## src/rtl/fx2_pkg.sv

```systemverilog
// Shared constants for the FX2 slave-FIFO responder: endpoint FIFO
// addresses and bit positions inside fx2_flags.
package fx2_pkg;

  // Endpoint select values on fx2_fifo_addr
  localparam logic [1:0] EP2 = 2'd0;  // OUT endpoint, host -> FPGA
  localparam logic [1:0] EP6 = 2'd2;  // IN endpoint, FPGA -> host

  // Bit positions inside fx2_flags
  localparam int FLAG_EP2_EMPTY_N = 0;
  localparam int FLAG_EP6_FULL_N  = 1;
  localparam int FLAG_ERROR       = 2;

endpackage

```

## src/rtl/fx2_ep_fifo.sv

```systemverilog
// Synchronous first-word-fall-through FIFO used for each FX2 endpoint.
// The head word is always visible on 'head'; push into a full FIFO and
// pop from an empty FIFO are ignored. 'count' is the registered occupancy.
module fx2_ep_fifo #(
  parameter int DEPTH = 16,
  parameter int WIDTH = 16
) (
  input  logic                     clk,
  input  logic                     rst,
  input  logic                     push,
  input  logic [WIDTH-1:0]         push_data,
  input  logic                     pop,
  output logic [WIDTH-1:0]         head,
  output logic [$clog2(DEPTH):0]   count
);

  localparam int AW = $clog2(DEPTH);
  localparam logic [AW:0] FULL_COUNT = (AW+1)'(DEPTH);

  logic [WIDTH-1:0] mem [DEPTH];
  logic [AW-1:0]    wr_ptr_reg;
  logic [AW-1:0]    rd_ptr_reg;
  logic [AW:0]      count_reg;
  logic             push_ok;
  logic             pop_ok;

  assign push_ok = push && (count_reg != FULL_COUNT);
  assign pop_ok  = pop && (count_reg != '0);
  assign head    = mem[rd_ptr_reg];
  assign count   = count_reg;

  // Storage array; no reset so it maps onto plain RAM
  always_ff @(posedge clk) begin
    if (push_ok) begin
      mem[wr_ptr_reg] <= push_data;
    end
  end

  // Pointers wrap naturally because DEPTH is a power of two
  always_ff @(posedge clk) begin
    if (rst) begin
      wr_ptr_reg <= '0;
      rd_ptr_reg <= '0;
      count_reg  <= '0;
    end else begin
      if (push_ok) wr_ptr_reg <= wr_ptr_reg + AW'(1);
      if (pop_ok)  rd_ptr_reg <= rd_ptr_reg + AW'(1);
      count_reg <= count_reg + (AW+1)'(push_ok) - (AW+1)'(pop_ok);
    end
  end

endmodule

```

## src/rtl/fx2_slave_fifo_resp.sv

```systemverilog
// Behavioural responder modelling the FX2 side of the slave-FIFO bus.
// EP2 carries host data to the FPGA; EP6 carries FPGA data to the host in
// packets that become visible only once committed (auto-commit at
// PKT_WORDS or on PKTEND). Define FX2_SLAVE_FIFO_ZLP_EN to let a PKTEND
// with nothing pending queue a zero-length packet (host_in_zlp pulse).
module fx2_slave_fifo_resp
  import fx2_pkg::*;
#(
  parameter int DEPTH     = 16,
  parameter int PKT_WORDS = 8
) (
  input  logic        ifclk,
  input  logic        reset,
  input  logic        fx2_sloe_b,
  input  logic        fx2_slrd_b,
  input  logic        fx2_slwr_b,
  input  logic        fx2_pktend_b,
  input  logic [1:0]  fx2_fifo_addr,
  input  logic [15:0] fd_i,
  output logic [15:0] fd_o,
  output logic        fd_oe,
  output logic [2:0]  fx2_flags,
  input  logic [15:0] host_out_data,
  input  logic        host_out_valid,
  output logic        host_out_ready,
  output logic [15:0] host_in_data,
  output logic        host_in_valid,
  output logic        host_in_last,
  input  logic        host_in_ready,
  output logic        host_in_zlp
);

  localparam int AW = $clog2(DEPTH);
  localparam int CW = AW + 1;
  localparam logic [CW-1:0] FULL_CNT = CW'(DEPTH);
  localparam logic [CW-1:0] PKT_CNT  = CW'(PKT_WORDS);

  logic [15:0]   ep2_head;
  logic [15:0]   ep6_head;
  logic [CW-1:0] ep2_count;
  logic [CW-1:0] ep6_count;
  logic          ep2_empty;
  logic          ep2_full;
  logic          ep6_full;
  logic          ep2_rd;
  logic          ep2_pop;
  logic          ep2_push;
  logic          ep6_wr;
  logic          ep6_push;
  logic          ep6_pktend;
  logic          host_pop;

  logic [CW-1:0] uncommitted_reg;
  logic [CW-1:0] uncommitted_plus;
  logic          data_commit;
  logic          zlp_commit;
  logic          zlp_head;

  // Packet length FIFO: one entry per committed packet
  logic [CW-1:0] lf_mem [DEPTH];
  logic [AW-1:0] lf_wr_ptr_reg;
  logic [AW-1:0] lf_rd_ptr_reg;
  logic [CW-1:0] lf_count_reg;
  logic [CW-1:0] lf_head;
  logic          lf_push;
  logic          lf_pop;
  logic          lf_full;
  logic          lf_empty;

  logic [CW-1:0] rd_idx_reg;
  logic          err_reg;

  // ---------------- EP2: host -> FPGA ----------------
  assign ep2_empty      = (ep2_count == '0);
  assign ep2_full       = (ep2_count == FULL_CNT);
  assign ep2_rd         = !fx2_slrd_b && (fx2_fifo_addr == EP2);
  assign ep2_pop        = ep2_rd && !ep2_empty;
  assign ep2_push       = host_out_valid && !ep2_full;
  assign host_out_ready = !ep2_full;
  assign fd_o           = ep2_empty ? '0 : ep2_head;
  assign fd_oe          = !reset && !fx2_sloe_b && (fx2_fifo_addr == EP2);

  fx2_ep_fifo #(.DEPTH(DEPTH), .WIDTH(16)) u_ep2 (
    .clk       (ifclk),
    .rst       (reset),
    .push      (ep2_push),
    .push_data (host_out_data),
    .pop       (ep2_pop),
    .head      (ep2_head),
    .count     (ep2_count)
  );

  // ---------------- EP6: FPGA -> host ----------------
  // The EP6 FIFO holds committed and uncommitted words alike, so its
  // occupancy is the full condition the FPGA sees.
  assign ep6_full   = (ep6_count == FULL_CNT);
  assign ep6_wr     = !fx2_slwr_b && (fx2_fifo_addr == EP6);
  assign ep6_push   = ep6_wr && !ep6_full;
  assign ep6_pktend = !fx2_pktend_b && (fx2_fifo_addr == EP6);

  // Uncommitted count including a write landing on this edge
  assign uncommitted_plus = uncommitted_reg + CW'(ep6_push);
  assign data_commit = (ep6_push && (uncommitted_plus == PKT_CNT)) ||
                       (ep6_pktend && (uncommitted_plus != '0));

  assign lf_full  = (lf_count_reg == FULL_CNT);
  assign lf_empty = (lf_count_reg == '0);
  assign lf_head  = lf_mem[lf_rd_ptr_reg];

`ifdef FX2_SLAVE_FIFO_ZLP_EN
  // A zero-length entry is simply dropped if the length FIFO is full
  assign zlp_commit = ep6_pktend && (uncommitted_plus == '0) && !lf_full;
  assign zlp_head   = !lf_empty && (lf_head == '0);
`else
  assign zlp_commit = 1'b0;
  assign zlp_head   = 1'b0;
`endif

  assign lf_push = (data_commit || zlp_commit) && !lf_full;

  // Host sees data only while a non-empty packet sits at the length head
  assign host_in_valid = !lf_empty && (lf_head != '0);
  assign host_in_last  = host_in_valid && (rd_idx_reg == (lf_head - CW'(1)));
  assign host_in_data  = host_in_valid ? ep6_head : '0;
  assign host_in_zlp   = zlp_head;
  assign host_pop      = host_in_valid && host_in_ready;
  assign lf_pop        = (host_pop && host_in_last) || zlp_head;

  fx2_ep_fifo #(.DEPTH(DEPTH), .WIDTH(16)) u_ep6 (
    .clk       (ifclk),
    .rst       (reset),
    .push      (ep6_push),
    .push_data (fd_i),
    .pop       (host_pop),
    .head      (ep6_head),
    .count     (ep6_count)
  );

  // Length FIFO storage, written with the length of each commit
  always_ff @(posedge ifclk) begin
    if (lf_push) begin
      lf_mem[lf_wr_ptr_reg] <= uncommitted_plus;
    end
  end

  // Length FIFO pointers and occupancy
  always_ff @(posedge ifclk) begin
    if (reset) begin
      lf_wr_ptr_reg <= '0;
      lf_rd_ptr_reg <= '0;
      lf_count_reg  <= '0;
    end else begin
      if (lf_push) lf_wr_ptr_reg <= lf_wr_ptr_reg + AW'(1);
      if (lf_pop)  lf_rd_ptr_reg <= lf_rd_ptr_reg + AW'(1);
      lf_count_reg <= lf_count_reg + CW'(lf_push) - CW'(lf_pop);
    end
  end

  // Commit tracking, host read position within packet, sticky error
  always_ff @(posedge ifclk) begin
    if (reset) begin
      uncommitted_reg <= '0;
      rd_idx_reg      <= '0;
      err_reg         <= 1'b0;
    end else begin
      uncommitted_reg <= data_commit ? '0 : uncommitted_plus;
      if (host_pop) begin
        rd_idx_reg <= host_in_last ? '0 : rd_idx_reg + CW'(1);
      end
      if ((ep2_rd && ep2_empty) || (ep6_wr && ep6_full)) begin
        err_reg <= 1'b1;
      end
    end
  end

  // Flags follow registered occupancy, so they reflect the post-edge state
  assign fx2_flags[FLAG_EP2_EMPTY_N] = !ep2_empty;
  assign fx2_flags[FLAG_EP6_FULL_N]  = !ep6_full;
  assign fx2_flags[FLAG_ERROR]       = err_reg;

endmodule
```

## config.mk

```make
export PLATFORM = sky130hd
export DESIGN_NAME = fx2_slave_fifo_resp
export DESIGN_NICKNAME = d
export VERILOG_FILES = /design/src/rtl/fx2_pkg.sv /design/src/rtl/fx2_ep_fifo.sv /design/src/rtl/fx2_slave_fifo_resp.sv
export SDC_FILE = /design/constraint.sdc
export NUM_CORES = 1
export LEC_CHECK = 0
export CELL_PAD_IN_SITES_DETAIL_PLACEMENT = 1
export CELL_PAD_IN_SITES_GLOBAL_PLACEMENT = 1
export CORE_MARGIN = 10
export CORE_UTILIZATION = 45
export CTS_CLUSTER_DIAMETER = 150
export DETAILED_ROUTE_END_ITERATION = 10
export PLACE_DENSITY_LB_ADDON = 0.1
export SYNTH_ARGS = -nofsm -noshare
export SYNTH_HDL_FRONTEND = slang
export SYNTH_SLANG_ARGS = --single-unit
```

## constraint.sdc

```tcl
create_clock -name ifclk -period 13.98 [get_ports ifclk]
set_input_delay 1.398 -clock ifclk [delete_from_list [all_inputs] [get_ports ifclk]]
set_output_delay 1.398 -clock ifclk [all_outputs]
set_load 0.02 [all_outputs]
```

==> results of run 1 <==
## stage by stage
stage               cell area, um^2  utilization [%]
floorplan                     25900                -
global placement              27800             49.0
detailed placement            27800             49.0
CTS                           30100             53.0
finish                        30100             53.0
global route                  30100             53.0
## path summary, 6_finish.rpt
check / start / end / slack, ns / cells after the start
worst max-delay path: register / host_in_last / 7.82 / 9
worst min-delay path: err_reg / err_reg / 0.48 / 2
worst max register to register: register / lf_count_reg[4] / 8.83 / 16
worst min register to register: err_reg / err_reg / 0.48 / 2
## critical path, cell delays in order (launching register included)
cell,delay (ns)
dfxtp_1,0.75
mux2i_1,0.18
mux4_2,0.48
mux2_4,0.33
ha_1,0.30
xnor2_1,0.13
a311o_1,0.31
or4_1,0.66
nor4_1,0.36
clkdlybuf4s50_1,0.67
## cell usage in the layout, fill, tap and decap left out, drive strengths merged, types with 20 or more instances in the layout
cell	netlist	routed
mux4	178	178
nor2	61	61
clkinv	1	25
ha	38	38
nand2	23	23
edfxtp	592	592
clkdlybuf4s50	0	79
buf	29	47
xor2	20	20
nor2b	29	29
inv	40	44
and2	40	40
clkbuf	31	94
dfxtp	62	62
## cells by family (layout without fill, tap and decap cells)
group / after synthesis / in the layout / synth area share (%)
buf+inv: 101 / 295 / 1.61
xor+xnor: 36 / 36 / 1.25
flops: 654 / 654 / 73.5
other cells: 1 / 2 / 0.0145
fa+ha+maj: 41 / 41 / 2.07
mux: 197 / 197 / 16.3
compound gates: 36 / 36 / 0.913
simple gates: 215 / 215 / 4.44
## layer usage
metal / vias to the layer above / wire length (um)
li1: 5421 / -
met1: 6532 / 24600
met2: 239 / 30200
met3: 65 / 2520
met4: 2 / 914
met5: - / 9
## final cells by class
class | instances | area, um^2
fill | 4961 | 26700
sequential | 654 | 19000
inverter | 41 | 154
clock inverter | 34 | 309
tap | 756 | 946
timing repair buffer | 126 | 1140
antenna | 1 | 2.50
multi-input combinational | 526 | 6500
clock buffer | 94 | 1980
## where the power goes
| group | switching (mW) | internal, mW | total, mW |
|---|---|---|---|
| Sequential | 0.0402 | 2.18 | 2.22 |
| Combinational | 0.333 | 0.296 | 0.629 |
| Clock | 0.744 | 1.09 | 1.84 |
| Total | 1.12 | 3.57 | 4.68 |
==> flow_summary.toml, run 1 <==
[timing]
period_needed_ns = 6.16
max_freq_mhz = 162
final_max_slew_viol_count = 0
fin_setup_tns_ns = 0
worst_pin_slew_ns = 1.21
skew_ns = 0.0164
fin_crit_sh_pct = 44.0
relSlewSlack_pct = 18.9
timing.hold.ws_ns = 0.477
setup_viol = 0
setup_ws_ns = 7.82
rsz0062_at_grt = "false"
hold_violations = 0

[synth]
synthMostInstantiatedCell = "edfxtp_1"
avgSynthCellArea_um2 = 20.2
synthArstFlopShare_pct = 0
synth_seq_cells = 654
yosys-top-cells-area = "edfxtp_1, mux4_2, dfxtp_1"
synth_top_area_share_pct = 68.7
synth_nets = 1364
synthCells = 1281
yosys_warnings = 0
yosys.area.top_type = "edfxtp_1"
synthTopCellsByCount = "edfxtp_1, mux4_2, dfxtp_1"
synth_edf_count = 592
seq_area_frac_synth_pct = 73.5
ys_types = 56
syn_area_um2 = 25900
ys.flop_type = "edfxtp_1"

[pwr]
ir_drop_uv = 103
p_per_area_nw_per_um2 = 156
leakage_nw = 9.46
total_power_mw = 4.68

[status]
status = "completed"

[cts]
clock-sinks = 654
clkTransAtPathRegs_ns = 0.06
h-tree-depth = 3
postCtsSetupRepairBufs = 0
cts_tree = "built"
cts-root-buf = "clkbuf_16"
cts_buffer_depth = 3
post_cts_resized = 0
hold_buffers = 0
clock_latency_ns = 0.60
cts_buffers = 72

[die]
dieArea_um2 = 67500
initial_core_util_pct = 45.7
die_width_um = 260
core.rowCount = 87
core_um2 = 56700
ios = 82
chipHeight_um = 260

[placement]
placed_cells = 2103
dp.final_hpwl_um = 33500
gp_congestion = 0.731
portBuffers = 80
dpl_worst_slack_ns = 7.67

[routing]
post_drt_wl_per_cell_um = 26.1
dr.pass1.iters = 4
drt-initial-drc-count = 778
wl_um = 58200
via_per_inst = 5.49
num_vias = 12300
ant_nets = 0
remaining_drc_errors = 0

[run]
drv_cap = 0

[grt]
met3_usage_pct = 2.93
grt_max_degree = 65
use_met2_pct = 30.4
antenna_found_initial = 1
grt_pass1_wl_um = 87700
grt_use_total_pct = 17.6
grt_overflow_total = 0
busiest_layer = "met2"
gr-usage-met1_pct = 22.6
grt_pass1_vias = 13500

[worst_setup_path]
critical_path_arrival_ns = 4.76
start_kind = "register"
worst_setup_path_end_kind = "primary output"
criticalPathCategory = "register to primary output"
critPathRequiredTime_ns = 12.58
cp_max_fo = 16

[finish]
reg_top3 = "u_ep2.mem: 256 flops, u_ep6.mem: 256 flops, lf_mem: 80 flops"
nets = 1504
drive_gt1_share_pct = 23.5
area_delta_synth_final_pct = 16.1
fin_cells = 2232

[min_path]
hold_path_class = "register to register"
(Power assumes the default switching activity.)
==> run 2, diff against run 1 <==
clock period = 5.49 ns   (was 13.98 ns; I/O delays follow)
==> run 2 against run 1 <==
First-iteration DRC count rose by 2.3%; clock power grew 140%; sequential cell count stayed put; hold slack got worse by 0.0017 ns; register-to-register slack worse by 8.3 ns; critical path depth is 1 higher; setup slack got worse by 7.5 ns; highest routed layer unchanged.
==> flow_summary.toml, run 2 (synthesis results as in run 1) <==
[die]
dieArea_um2 = 67500
die_width_um = 260
initial_core_util_pct = 45.7
core.rowCount = 87
ios = 82
chipHeight_um = 260
core_um2 = 56700

[cts]
clock_latency_ns = 0.61
clock-sinks = 654
clkTransAtPathRegs_ns = 0.06
cts_buffers = 70
h-tree-depth = 3
cts-root-buf = "clkbuf_16"
hold_buffers = 0
cts_tree = "built"
cts_buffer_depth = 3

[timing]
relSlewSlack_pct = 20.7
setup_viol = 0
skew_ns = 0.0256
max_freq_mhz = 193
fin_setup_tns_ns = 0
period_needed_ns = 5.18
setup_ws_ns = 0.314
final_max_slew_viol_count = 0
rsz0062_at_grt = "false"
fin_crit_sh_pct = 94.3
worst_pin_slew_ns = 1.19
hold_violations = 0

[finish]
most-common-layout-cells = "edfxtp_1, mux4_2, clkdlybuf4s50_1"
reg_top3 = "u_ep2.mem: 256 flops, u_ep6.mem: 256 flops, lf_mem: 80 flops"
nets = 1507
area_delta_synth_final_pct = 16.0
final_common_cell = "edfxtp_1"
drive_gt1_share_pct = 23.5

[routing]
wl_met2_um = 29900
dr.pass1.iters = 4
num_vias = 12400
post_drt_wl_per_cell_um = 25.9
drt-initial-drc-count = 796
ant_nets = 0
dr_wl_met3_um = 2390
wl_um = 57900
remaining_drc_errors = 0
m1WireLength_um = 24400
via_per_inst = 5.54
highest_layer = "met5"

[grt]
grt_use_total_pct = 17.4
grt_pass1_vias = 13500
grt_max_degree = 65
grt_pass1_wl_um = 87000
antenna_found_initial = 2
grt_overflow_total = 0

[status]
status = "completed"

[placement]
portBuffers = 80
gp_congestion = 0.744
dp.final_hpwl_um = 35300
dpl_worst_slack_ns = 0.448

[worst_setup_path]
critPathRequiredTime_ns = 4.94
cp_max_fo = 9
criticalPathCategory = "register to primary output"
critical_path_arrival_ns = 4.63
start_kind = "register"
worst_setup_path_end_kind = "primary output"

[pwr]
ir_drop_uv = 357
p_per_area_nw_per_um2 = 391
total_power_mw = 11.7
leakage_nw = 9.43

[min_path]
hold_path_class = "register to register"

[run]
drv_cap = 0
==> run 2: timing repair <==
item | in CTS | in global routing
cloned | 0 | 0
buffers inserted | 0 | 0
hold endpoints to repair | 0 | 0
endpoints found under the setup margin | 1 | 1
resized for setup | 1 | 2
==> run 2: path summary, 6_finish.rpt <==
check	depth (start not counted)	slack [ns]	from	to
setup reg to reg	16	0.55	register	lf_count_reg[4]
hold / removal	2	0.48	err_reg	err_reg
hold reg to reg	2	0.48	err_reg	err_reg
setup / recovery	10	0.31	register	host_in_last
==> run 2: critical path: stages (launching register included) <==
cell             delay (ns)
dfxtp_2                0.43
buf_4                  0.26
mux4_2                 0.53
nand3_1                0.09
and3_1                 0.28
ha_1                   0.29
xnor2_1                0.13
a311o_1                0.31
or4_1                  0.67
nor4_2                 0.36
clkdlybuf4s50_1        0.66
==> run 2: final cells by class <==
cell class / count / area [um^2]
diodes: 2 / 5.00
inverters: 41 / 154
clock inverters: 21 / 120
flip-flops and latches: 654 / 19000
clock buffers: 103 / 2050
repair buffers: 131 / 1220
multi-input cells: 526 / 6500
fillers: 5027 / 26700
well taps: 756 / 946
==> run 2: metal layers <==
layer / track usage [%] / vias up
li1: - / 5425
met1: 22.3 / 6600
met2: 29.8 / 275
met3: 3.30 / 85
met4: 4.99 / 2
met5: 0 / -
==> run 2: power by group <==
group	switching, mW	internal (mW)	leakage [nW]
registers	0.114	5.55	5.82
logic	0.833	0.765	2.55
clock network	1.88	2.60	1.06
total	2.82	8.91	9.43
==> run 2: stage by stage <==
stage	cells	hold WS (ns)	instance area [um^2]	utilization, %
floorplan	1281	0.443	25900	-
global placement	2108	0.454	27800	49.1
detailed placement	2108	0.470	27800	49.1
CTS	2232	0.483	30000	52.9
global route	2233	0.514	30000	52.9
finish	2234	0.475	30000	52.9
